===== src/rtl/serial_adder_ctrl.sv =====
// serial_adder_ctrl: bit-serial adder controller.
// Sequences one full-add cell (two half adders plus an OR) across two
// WIDTH-bit operands, LSB first, one bit per clock.
// Optional feature macro: SERIAL_ADDER_CIN_EN adds a carry_in port that
// seeds the carry register on the accept edge.
//
// Handshake: start is sampled only in IDLE; a sampled start is the accept.
// busy is high in RUN and DONE; done is a one-cycle strobe in DONE, and
// result/carry_out are valid from that cycle until the next DONE entry.
// start is ignored while busy; nothing is queued.
module serial_adder_ctrl #(
  parameter int WIDTH = 8
) (
  input  logic             clk,
  input  logic             rst,
  input  logic             start,
`ifdef SERIAL_ADDER_CIN_EN
  input  logic             carry_in,
`endif
  input  logic [WIDTH-1:0] op_a,
  input  logic [WIDTH-1:0] op_b,
  output logic             busy,
  output logic             done,
  output logic [WIDTH-1:0] result,
  output logic             carry_out,
  output logic [1:0]       state_dbg
);

  localparam int CW = (WIDTH > 2) ? $clog2(WIDTH) : 1;

  typedef enum logic [1:0] {
    IDLE = 2'd0,
    RUN  = 2'd1,
    DONE = 2'd2
  } state_t;

  state_t state, state_nx;

  logic [WIDTH-1:0] a_sr, b_sr;
  // Holds bits 0..WIDTH-2 of the sum; the final bit joins it on the last edge.
  logic [WIDTH-2:0] sum_sr;
  logic [WIDTH-1:0] sum_full;
  logic             c_reg;
  logic [CW-1:0]    cnt;
  logic             last_bit;
  logic             c_init;
  logic [1:0]       ha0, ha1;
  logic             s_bit, c_next;

  // Two-input half adder: {carry, sum}.
  function automatic logic [1:0] half_add(input logic x, input logic y);
    return {x & y, x ^ y};
  endfunction

  // Full-add cell built from two half adders and an OR for the carry.
  always_comb begin
    ha0    = half_add(a_sr[0], b_sr[0]);
    ha1    = half_add(ha0[0], c_reg);
    s_bit  = ha1[0];
    c_next = ha0[1] | ha1[1];
  end

  assign sum_full = {s_bit, sum_sr};
  assign last_bit = (cnt == CW'(WIDTH - 1));

`ifdef SERIAL_ADDER_CIN_EN
  assign c_init = carry_in;
`else
  assign c_init = 1'b0;
`endif

  // State register.
  always_ff @(posedge clk) begin
    if (rst) state <= IDLE;
    else     state <= state_nx;
  end

  // Next-state logic.
  always_comb begin
    state_nx = state;
    case (state)
      IDLE:    if (start) state_nx = RUN;
      RUN:     if (last_bit) state_nx = DONE;
      DONE:    state_nx = IDLE;
      default: state_nx = IDLE;
    endcase
  end

  // Datapath: operand capture, bit-serial add, result hand-off.
  always_ff @(posedge clk) begin
    if (rst) begin
      a_sr      <= '0;
      b_sr      <= '0;
      sum_sr    <= '0;
      c_reg     <= 1'b0;
      cnt       <= '0;
      result    <= '0;
      carry_out <= 1'b0;
    end else begin
      case (state)
        IDLE: begin
          if (start) begin
            a_sr  <= op_a;
            b_sr  <= op_b;
            c_reg <= c_init;
            cnt   <= '0;
          end
        end
        RUN: begin
          sum_sr <= sum_full[WIDTH-1:1];
          a_sr   <= a_sr >> 1;
          b_sr   <= b_sr >> 1;
          c_reg  <= c_next;
          if (last_bit) begin
            // Counter holds at WIDTH-1 rather than wrapping.
            result    <= sum_full;
            carry_out <= c_next;
          end else begin
            cnt <= cnt + CW'(1);
          end
        end
        default: ;
      endcase
    end
  end

  assign busy      = (state != IDLE);
  assign done      = (state == DONE);
  assign state_dbg = state;

endmodule


===== config.mk =====
export PLATFORM = sky130hd
export DESIGN_NAME = serial_adder_ctrl
export DESIGN_NICKNAME = d
export VERILOG_FILES = /design/src/rtl/serial_adder_ctrl.sv
export SDC_FILE = /design/constraint.sdc
export NUM_CORES = 1
export LEC_CHECK = 0
export CORE_MARGIN = 10
export CORE_UTILIZATION = 29
export CTS_CLUSTER_DIAMETER = 100
export DETAILED_ROUTE_END_ITERATION = 10
export PLACE_DENSITY = 0.5
export SLEW_MARGIN = 20
export SYNTH_ARGS = -nofsm -noshare
export SYNTH_HDL_FRONTEND = slang
export SYNTH_SLANG_ARGS = --single-unit

===== constraint.sdc =====
create_clock -name clk -period 3.3 [get_ports clk]
set_clock_uncertainty 0.2 [all_clocks]
set_input_delay 0.66 -clock clk [delete_from_list [all_inputs] [get_ports clk]]
set_output_delay 0.66 -clock clk [all_outputs]
set_load 0.005 [all_outputs]

==> out/qor.yml <==
yosys:
  yosysWarningCount: 0
  syn_area_mm2: 0.00174
  yosysTopAreaCell: "dfxtp_1"
  synth_top_area_share_pct: 43.8
  syn_nets: 239
  ys_ff_latch: 38
  postSynthCellCount: 217
  avgSynthCellArea_um2: 8.00
  synth.yosys.seq_area_share_pct: 43.8
  yosysUniqueCellTypes: 21
  yosys-top-cells-area: "dfxtp_1 44%, a21oi_1 13%, o221a_1 9.1%"
setup_path:
  r2r_start: "cnt[0]"
  reg2reg_to: "cnt[1]"
  end_kind: "primary output"
  cp_max_fo: 23
  slowest_stage: "clkdlybuf4s50_1"
  cp_num_buf_inv: 2
  rr_worst_depth: 5
  rrSetupSlack_ns: 1.48
  slowest_delay_ns: 0.51
  arrival_ns: 1.56
  crit_chain: "buf_4 -> nor2b_1 -> clkdlybuf4s50_1"
  start_kind: "register"
  crit_family: "buffers and inverters"
  crit_required_ns: 2.44
  crit_type: "register to primary output"
routing:
  ant_nets: 0
  wl_per_cell_um: 13.1
  via_count: 1547
  drc: 0
  wirelength_um: 4190
  drtIter0Drc: 49
  vias_per_cell: 4.82
  firstDrtPassIters: 4
final_layout:
  final_core_util_pct: 38.5
  drive_above_1_share_pct: 7.32
  layout.nets: 267
  top_regs: "a_sr (8), b_sr (8), result (8)"
  n_antenna_cell: 0
  area_delta_synth_final_pct: 29.7
clocking:
  ctsLongestPathBuffers: 2
  cts-hold-fix-buffers: 0
  cts_sinks: 38
  tritoncts: "done"
  insertion_delay_ns: 0.29
  ctsResizeCount: 0
  clk_pin_slew_ns: 0.08
  root_buffer: "clkbuf_8"
  cts_buffers: 5
  htreeDepth: 2
  cts_setup_buffers: 0
floorplanning:
  start_util_pct: 29.7
  rows: 28
  ios: 32
  die_y_um: 97.4
  fp.coreArea_mm2: 0.00585
  die_area_mm2: 0.00948
  fp.dieW_um: 97.4
timing:
  finalCritPeriodShare_pct: 73.3
  post-route-min-period_ns: 2.42
  fin_setup_tns_ns: 0
  slew_violations: 0
  worst-slew-pin-transition_ns: 0.641
  finalSetupViolations: 0
  rsz0062_at_grt: "no"
  max-slew-margin-rel_pct: 57.3
  max_clock_freq_mhz: 414
  hold_viol: 0
global_route:
  grtUsageMet2_pct: 13.1
  grt.total_usage_pct: 8.81
  grt_pass1_vias: 1442
  grt.busiest_layer: "met2"
  overflow: 0
  grt_use_met1_pct: 11.1
  grt_pass1_wl_um: 6930
  antenna_found_initial: 0
  grt_max_degree: 24
  use_met3_pct: 2.56
placed_design:
  place.gp.congestion: 0.698
  dpl.hpwl_um: 2880
  port_buffers: 31
job:
  maxCapViolations: 0
min_path:
  hp-class: "register to register"
  hold_start: "result[2]"
  hold_end: "result[2]"
  min_path_cells: 2
power_and_ir_drop:
  p_per_area_mw_per_mm2: 492
  cellLeakagePower_uw: 0.000832
  peakVddDrop_mv: 0.176
run_status:
  status: "completed"
cell usage after synthesis:
| cell | instances |
|---|---|
| o22a_1 | 3 |
| dfxtp_1 | 38 |
| buf_4 | 1 |
| nor2b_1 | 4 |
| o221a_1 | 14 |
| fa_1 | 1 |
| a21oi_1 | 45 |
| nand3b_1 | 2 |
| o21ai_1 | 5 |
| nand3_1 | 9 |
| nand2_1 | 27 |
| buf_2 | 12 |
| o31ai_1 | 1 |
| ha_1 | 2 |
| nand3b_2 | 1 |
| nand2b_1 | 6 |
| or2_1 | 1 |
| nor4b_2 | 1 |
| clkbuf_1 | 5 |
| nor2_1 | 24 |
| inv_1 | 15 |
worst min-delay path, stage by stage, from the launching register on:
cell and delay [ns]:
dfxtp_1 0.31, nand2_1 0.05, a21oi_1 0.05
layer usage:
layer	vias to the layer above	share of wire [%]
met5	-	0
met3	4	4.1
met4	0	1.8
met2	28	44
met1	720	50
li1	795	-
worst max-delay path by stage:
| stage | from | to | slack, ns | depth (start not counted) |
|---|---|---|---|---|
| 2_1_floorplan | state_dbg[1] | done | 1.50 | 3 |
| 3_3_place_gp | start | a_sr[7] | 0.92 | 5 |
| 3_5_place_dp | start | a_sr[1] | 0.91 | 5 |
| 4_1_cts | state_dbg[1] | done | 0.86 | 3 |
| 5_1_grt | state_dbg[1] | done | 0.79 | 3 |
| 6_report | state_dbg[1] | done | 0.88 | 3 |
where the power goes:
group / leakage [uW] / internal (uW) / switching (uW)
Clock: 0.0000683 / 303 / 177
Sequential: 0.000311 / 481 / 20.1
Combinational: 0.000453 / 65.3 / 60.9
Total: 0.000832 / 849 / 258
placed cells by master (no fill, tap or decap):
cell type | synthesis | routed
ha_1 | 2 | 2
o221a_1 | 14 | 14
fa_1 | 1 | 1
inv_1 | 15 | 15
clkdlybuf4s50_1 | 0 | 31
dfxtp_1 | 38 | 38
clkbuf_8 | 0 | 5
or2_1 | 1 | 1
buf_4 | 1 | 8
nand2_1 | 27 | 27
bufinv_16 | 0 | 2
nand3b_2 | 1 | 1
o21ai_1 | 5 | 5
a21oi_1 | 45 | 45
nor2b_1 | 4 | 4
nand3_1 | 9 | 9
o31ai_1 | 1 | 1
nor4b_2 | 1 | 1
nand2b_1 | 6 | 6
o22a_1 | 3 | 3
nand3b_1 | 2 | 2
nor2_1 | 24 | 24
clkinv_4 | 0 | 1
kinds of logic after synthesis:
family	synth area share (%)
DFF	43.8
AOI/OAI and AO/OA	25.4
and+or+nand+nor	20.0
adders and majority gates	2.59
buffers and inverters	8.21
stage by stage:
stage          total power (uW)  instances  hold slack [ns]  instance area (um2)  setup WS (ns)
2_1_floorplan               590        217            0.237                 1740           1.50
3_3_place_gp                639        313            0.244                 2110          0.922
3_5_place_dp                640        313            0.246                 2110          0.910
4_1_cts                    1120        321            0.258                 2250          0.859
5_1_grt                    1160        321            0.281                 2250          0.786
6_report                   1110        321            0.255                 2250          0.883
cell type report:
| class | count | area [um2] |
|---|---|---|
| clock buffers | 5 | 68.8 |
| clock inverters | 3 | 68.8 |
| fillers | 609 | 3600 |
| inverters | 15 | 56.3 |
| multi-input cells | 146 | 833 |
| flip-flops and latches | 38 | 761 |
| well taps | 75 | 93.8 |
| repair buffers | 39 | 370 |
No activity file was read; power rests on OpenSTA's default activity.
